--- config.mk ---
export PLATFORM = sky130hd
export DESIGN_NAME = mem_refill_arbiter
export DESIGN_NICKNAME = d
export VERILOG_FILES = /design/src/rtl/mem_refill_arbiter.sv
export SDC_FILE = /design/constraint.sdc
export NUM_CORES = 1
export LEC_CHECK = 0
export CORE_AREA = 2 2 632 634
export CTS_CLUSTER_DIAMETER = 100
export DETAILED_ROUTE_END_ITERATION = 8
export DIE_AREA = 0 0 634 636
export PLACE_DENSITY = 0.3
export SLEW_MARGIN = 20
export SYNTH_ARGS = -nofsm -noshare
export SYNTH_HDL_FRONTEND = slang
export SYNTH_SLANG_ARGS = --single-unit
export TNS_END_PERCENT = 1
--- constraint.sdc ---
create_clock -name clk -period 5.3 [get_ports clk]
set_clock_uncertainty 0.15 [all_clocks]
set_input_delay 0.795 -clock clk [delete_from_list [all_inputs] [get_ports clk]]
set_output_delay 0.795 -clock clk [all_outputs]
set_load 0.1 [all_outputs]
--- src/rtl/mem_refill_arbiter.sv ---
// Round-robin arbiter sharing one 16B-line memory port among p_num_reqs cache banks;
// an in-order ID FIFO steers responses back. Optional: MEM_REFILL_ARBITER_OPAQUE_CHECK_EN.
module mem_refill_arbiter #(
  parameter int p_num_reqs        = 4,
  parameter int p_max_outstanding = 4,
  // mem_req_16B_t  = {type[2:0], opaque[7:0], addr[31:0], len[3:0], data[127:0]}
  // mem_resp_16B_t = {type[2:0], opaque[7:0], test[1:0], len[3:0], data[127:0]}
  localparam int c_req_nbits  = 175,
  localparam int c_resp_nbits = 145
) (
  input  logic                                 clk,
  input  logic                                 reset,
  input  logic [p_num_reqs*c_req_nbits-1:0]    req_msg,
  input  logic [p_num_reqs-1:0]                req_val,
  output logic [p_num_reqs-1:0]                req_rdy,
  output logic [p_num_reqs*c_resp_nbits-1:0]   resp_msg,
  output logic [p_num_reqs-1:0]                resp_val,
  input  logic [p_num_reqs-1:0]                resp_rdy,
  output logic [c_req_nbits-1:0]               memreq_msg,
  output logic                                 memreq_val,
  input  logic                                 memreq_rdy,
  input  logic [c_resp_nbits-1:0]              memresp_msg,
  input  logic                                 memresp_val,
  output logic                                 memresp_rdy,
  output logic                                 opaque_err
);

  localparam int c_id_nbits  = $clog2(p_num_reqs);
  localparam int c_ptr_nbits = $clog2(p_max_outstanding);
  localparam int c_cnt_nbits = c_ptr_nbits + 1;
  localparam logic [c_cnt_nbits-1:0] c_depth = c_cnt_nbits'(p_max_outstanding);

  logic [c_id_nbits-1:0]  rr_ptr_reg, rr_ptr_next;
  logic [c_id_nbits-1:0]  grant_id, scan_id, head_id;
  logic [p_num_reqs-1:0]  grant_oh;
  logic                   any_req;

  logic [c_ptr_nbits-1:0] head_reg, head_next, tail_reg, tail_next;
  logic [c_cnt_nbits-1:0] count_reg, count_next;
  logic                   full, empty, push, pop;

  // Read asynchronously: the head ID must steer the response in the same cycle.
  logic [c_id_nbits-1:0]  id_mem [p_max_outstanding];

  assign any_req = |req_val;
  assign full    = (count_reg == c_depth);
  assign empty   = (count_reg == '0);

  // Walk from farthest to nearest offset so the nearest requester wins.
  always_comb begin
    grant_id = rr_ptr_reg;
    scan_id  = '0;
    for (int k = p_num_reqs - 1; k >= 0; k--) begin
      scan_id = rr_ptr_reg + c_id_nbits'(k);
      if (req_val[scan_id]) begin
        grant_id = scan_id;
      end
    end
  end

  genvar gi;
  generate
    for (gi = 0; gi < p_num_reqs; gi++) begin : g_lane
      assign grant_oh[gi] = any_req && (grant_id == c_id_nbits'(gi));
      assign req_rdy[gi]  = !reset && grant_oh[gi] && memreq_rdy && !full;
      assign resp_val[gi] = !reset && memresp_val && !empty && (head_id == c_id_nbits'(gi));
      assign resp_msg[gi*c_resp_nbits +: c_resp_nbits] = memresp_msg;
    end
  endgenerate

  always_comb begin
    memreq_msg = '0;
    for (int i = 0; i < p_num_reqs; i++) begin
      memreq_msg = memreq_msg | ({c_req_nbits{grant_oh[i]}} & req_msg[i*c_req_nbits +: c_req_nbits]);
    end
  end

  assign memreq_val  = !reset && any_req && !full;
  assign head_id     = id_mem[head_reg];
  assign memresp_rdy = !reset && !empty && resp_rdy[head_id];

  assign push = memreq_val && memreq_rdy;
  assign pop  = memresp_val && memresp_rdy;

  always_comb begin
    rr_ptr_next = rr_ptr_reg;
    head_next   = head_reg;
    tail_next   = tail_reg;
    count_next  = count_reg;
    if (push) begin
      rr_ptr_next = grant_id + c_id_nbits'(1);
      tail_next   = tail_reg + c_ptr_nbits'(1);
    end
    if (pop) begin
      head_next = head_reg + c_ptr_nbits'(1);
    end
    case ({push, pop})
      2'b10:   count_next = count_reg + c_cnt_nbits'(1);
      2'b01:   count_next = count_reg - c_cnt_nbits'(1);
      default: count_next = count_reg;
    endcase
  end

  always_ff @(posedge clk) begin
    if (reset) begin
      rr_ptr_reg <= '0;
      head_reg   <= '0;
      tail_reg   <= '0;
      count_reg  <= '0;
    end else begin
      rr_ptr_reg <= rr_ptr_next;
      head_reg   <= head_next;
      tail_reg   <= tail_next;
      count_reg  <= count_next;
    end
  end

  always_ff @(posedge clk) begin
    if (push) begin
      id_mem[tail_reg] <= grant_id;
    end
  end

`ifdef MEM_REFILL_ARBITER_OPAQUE_CHECK_EN
  localparam int c_req_opq_lsb  = 164;
  localparam int c_resp_opq_lsb = 134;

  logic [7:0] opq_mem [p_max_outstanding];
  logic [7:0] head_opq, resp_opq;
  logic       opq_mismatch;
  logic       opaque_err_reg, opaque_err_next;

  always_ff @(posedge clk) begin
    if (push) begin
      opq_mem[tail_reg] <= memreq_msg[c_req_opq_lsb +: 8];
    end
  end

  assign head_opq        = opq_mem[head_reg];
  assign resp_opq        = memresp_msg[c_resp_opq_lsb +: 8];
  assign opq_mismatch    = pop && (resp_opq != head_opq);
  assign opaque_err_next = opaque_err_reg | opq_mismatch;

  always_ff @(posedge clk) begin
    if (reset) begin
      opaque_err_reg <= 1'b0;
    end else begin
      opaque_err_reg <= opaque_err_next;
    end
  end

  assign opaque_err = opaque_err_reg;

`ifndef SYNTHESIS
  logic [31:0] cycle_cnt_reg;

  always_ff @(posedge clk) begin
    if (reset) begin
      cycle_cnt_reg <= '0;
    end else begin
      cycle_cnt_reg <= cycle_cnt_reg + 32'd1;
    end
  end

  always_ff @(posedge clk) begin
    if (!reset && opq_mismatch) begin
      $display("mem_refill_arbiter: opaque mismatch cycle=%0d head_id=%0d issued=%02h returned=%02h",
               cycle_cnt_reg, head_id, head_opq, resp_opq);
    end
  end
`endif
`else
  assign opaque_err = 1'b0;
`endif

endmodule

==> impl_metrics.env <==
export IMPL_fmax_mhz=200
export IMPL_ant_nets=0
export IMPL_yosys_area_top_type="buf_4"
export IMPL_path_max_fanout=55
export IMPL_r2r_end="count_reg[2]$_SDFFE_PP0P_"
export IMPL_status="complete, no violations"
export IMPL_routed_wl_um=226000
export IMPL_syn_nets=1983
export IMPL_grt_max_degree=78
export IMPL_syn_area_per_cell_um2=8.11
export IMPL_arrival_ps=4050
export IMPL_mostFrequentLayoutCells="711 x clkdlybuf4s50_1, 187 x buf_12, 175 x a22o_1, 175 x a221o_1, 28 x buf_4"
export IMPL_grt_pass1_vias=11100
export IMPL_core_area_mm2=0.397
export IMPL_slew_headroom_pct=47.0
export IMPL_grt_pass1_wl_um=252000
export IMPL_path_clk_slew_ps=60
export IMPL_maxSlewViolCount=0
export IMPL_viasPerCell=1.79
export IMPL_hold_viol_final=0
export IMPL_synthArstFlopShare_pct=0
export IMPL_rrSetupSlack_ps=1680
export IMPL_end_kind="primary output"
export IMPL_hold_depth=1
export IMPL_cts_setup_buffers=0
export IMPL_cts_buffer_depth=2
export IMPL_hpwl_um=215000
export IMPL_cp_top_family="buffers and inverters"
export IMPL_power_density_mw_per_mm2=220
export IMPL_crit_path_cell_trace="clkdlybuf4s50_1 -> nand2b_1 -> o311ai_0 -> o21a_1 -> inv_1 -> ha_1 -> nor2b_4 -> buf_12 -> buf_12 -> a22o_1 -> a221o_1 -> buf_12"
export IMPL_ir_drop_uv=122
export IMPL_pre_cts_ws_ps=201
export IMPL_clock_latency_ps=260
export IMPL_critical_path_class="in2out"
export IMPL_cts_tree="yes"
export IMPL_grt_overflow=0
export IMPL_place_congestion=0.825
export IMPL_cts_max_level=1
export IMPL_ys_types=41
export IMPL_numClockSinks=19
export IMPL_yosysSeqAreaShare_pct=5.08
export IMPL_synth_flop_cell="dfxtp_1"
export IMPL_dpl_cell_count=6650
export IMPL_syn_to_final_growth_pct=146
export IMPL_hold_path_class="reg2reg"
export IMPL_ys_warn_count=0
export IMPL_antenna_found_initial=262
export IMPL_r2r_cells=9
export IMPL_io_buffers=896
export IMPL_row_count=232
export IMPL_final_common_cell="clkdlybuf4s50_1"
export IMPL_power_leakage_nw=6.34
export IMPL_cts_buffers=3
export IMPL_firstDrtPassIters=5
export IMPL_dieArea_mm2=0.403
export IMPL_period_share_pct=94.3
export IMPL_synth_edf_count=8
export IMPL_tightestPinTransition_ps=795
export IMPL_min_period_ps=5000
export IMPL_clock_root_buffer="clkbuf_16"
export IMPL_layout_drive_gt1_share_pct=16.7
export IMPL_hp_start="head_reg[1]$_SDFFE_PP0P_"
export IMPL_syn_instance_count=1118
export IMPL_maxCapViolCount=0
export IMPL_netlist_area_mm2=0.00907
export IMPL_worstPathRequired_ps=4360
export IMPL_worst_path_most_repeated_cell="buf_12"
export IMPL_cp_num_buf_inv=5
export IMPL_synth_area_leaders="buf_4 48%, a221o_1 19%, a22o_1 17%, clkbuf_1 2.7%, edfxtp_1 2.6%"
export IMPL_routedWlPerCell_um=33.6
export IMPL_synth_seq_cells=19
export IMPL_rsz0062_at_grt="false"
export IMPL_worstSetupStartpointType="primary input"
export IMPL_vias=12000
export IMPL_fin_nets=2255
export IMPL_netlist_area_leader_share_pct=48.1
export IMPL_fillers=46700
export IMPL_setup_viol=0
export IMPL_cpPeakStageDelay_ps=660
export IMPL_die_h_um=636
export IMPL_final_cells=6718
export IMPL_slowest_stage="clkdlybuf4s50_1"
export IMPL_ioPinCount=1623
export IMPL_min_to="head_reg[1]$_SDFFE_PP0P_"
export IMPL_die_x_um=634
export IMPL_start_util_pct=2.28
export IMPL_drt_iter0_markers=948
export IMPL_grt_total_usage_pct=10.7
export IMPL_drc_errors=0
export IMPL_total_power_w=0.00492
export IMPL_setup_slack_ps=304
worst max path at each step:
| stage | from | end | slack, ps | cells past startpoint |
|---|---|---|---|---|
| floorplan | register | memresp_rdy | -310 | 4 |
| global placement | req_val[0] | memreq_msg[165] | 80 | 11 |
| detailed placement | req_val[0] | memreq_msg[165] | 200 | 11 |
| CTS | req_val[0] | memreq_msg[165] | 190 | 11 |
| global route | req_val[0] | memreq_msg[4] | 130 | 13 |
| finish | req_val[2] | memreq_msg[4] | 300 | 12 |
synth_stat cells (2+ instances only):
library cell,number
buf_4,581
a221o_1,175
a22o_1,175
clkbuf_1,66
nor2_1,13
dfxtp_1,11
inv_1,11
edfxtp_1,8
a21oi_1,7
and3_1,7
buf_1,7
ha_1,7
buf_2,6
mux2i_1,4
nor2b_1,4
nand2b_1,3
o21ai_0,3
a211oi_1,2
and2b_1,2
mux4_1,2
nor3_1,2
xnor2_1,2
xor2_1,2
cells by family (layout without fill, tap and decap cells):
group / count (synthesis) / in the layout / synth area share [%]
AO/OA/AOI/OAI: 370 / 370 / 37.8
adder cells (fa/ha/maj): 8 / 8 / 1.19
AND/OR/NAND/NOR: 39 / 39 / 2.55
multiplexers: 6 / 6 / 1.02
flip-flops: 19 / 19 / 5.08
other: 1 / 65 / 0.0414
buffers and inverters: 671 / 942 / 51.9
XOR/XNOR: 4 / 4 / 0.386
timing repair:
action,4_1_cts,5_1_grt
hold buffers,0,0
endpoints found under the setup margin,0,9
resized for setup,0,1
area by class of cell:
class	instances	area (µm²)	share of cell area (%)
diodes	64	160	0.716
clock buffers	3	75.1	0.336
clock inverters	1	7.51	0.0336
inverters	11	41.3	0.185
multi-input cells	428	3950	17.7
flip-flops and latches	19	460	2.06
well taps	5265	6590	29.5
repair buffers	927	11100	49.5
through the flow:
step / setup TNS (ps) / utilization [%] / hold WS, ps / cell area [µm²]
6_report: 0 / 5.63 / 353 / 22400
5_1_grt: 0 / 5.60 / 365 / 22300
4_1_cts: 0 / 5.59 / 358 / 22200
3_5_place_dp: 0 / 5.57 / 350 / 22100
3_3_place_gp: 0 / 5.57 / 303 / 22100
2_1_floorplan: -306 / - / 278 / 9070
routing by layer:
| layer | up-vias | GRT usage [%] | part of all wire, % |
|---|---|---|---|
| met1 | 5419 | 8.76 | 28 |
| met4 | 143 | 2.10 | 3.3 |
| met3 | 580 | 8.26 | 17 |
| met5 | - | 0.657 | 0.55 |
| li1 | 4269 | - | - |
| met2 | 1607 | 19.9 | 51 |
worst register-to-register path, cell delays in order, from the launching register on:
cell and delay [ps]:
dfxtp_1 360, mux4_1 930, mux2i_2 420, o22ai_2 380, ha_1 250, inv_1 60, fa_1 380, xor2_1 160
or3_1 310, a21oi_1 150
power breakdown:
group	total, W	switching, W	internal, W
clock	0.000160	0.0000584	0.000102
sequential	0.000167	0.00000632	0.000160
combinational	0.00460	0.00287	0.00173
total	0.00492	0.00293	0.00199
No activity file was read; power rests on OpenSTA's default activity.
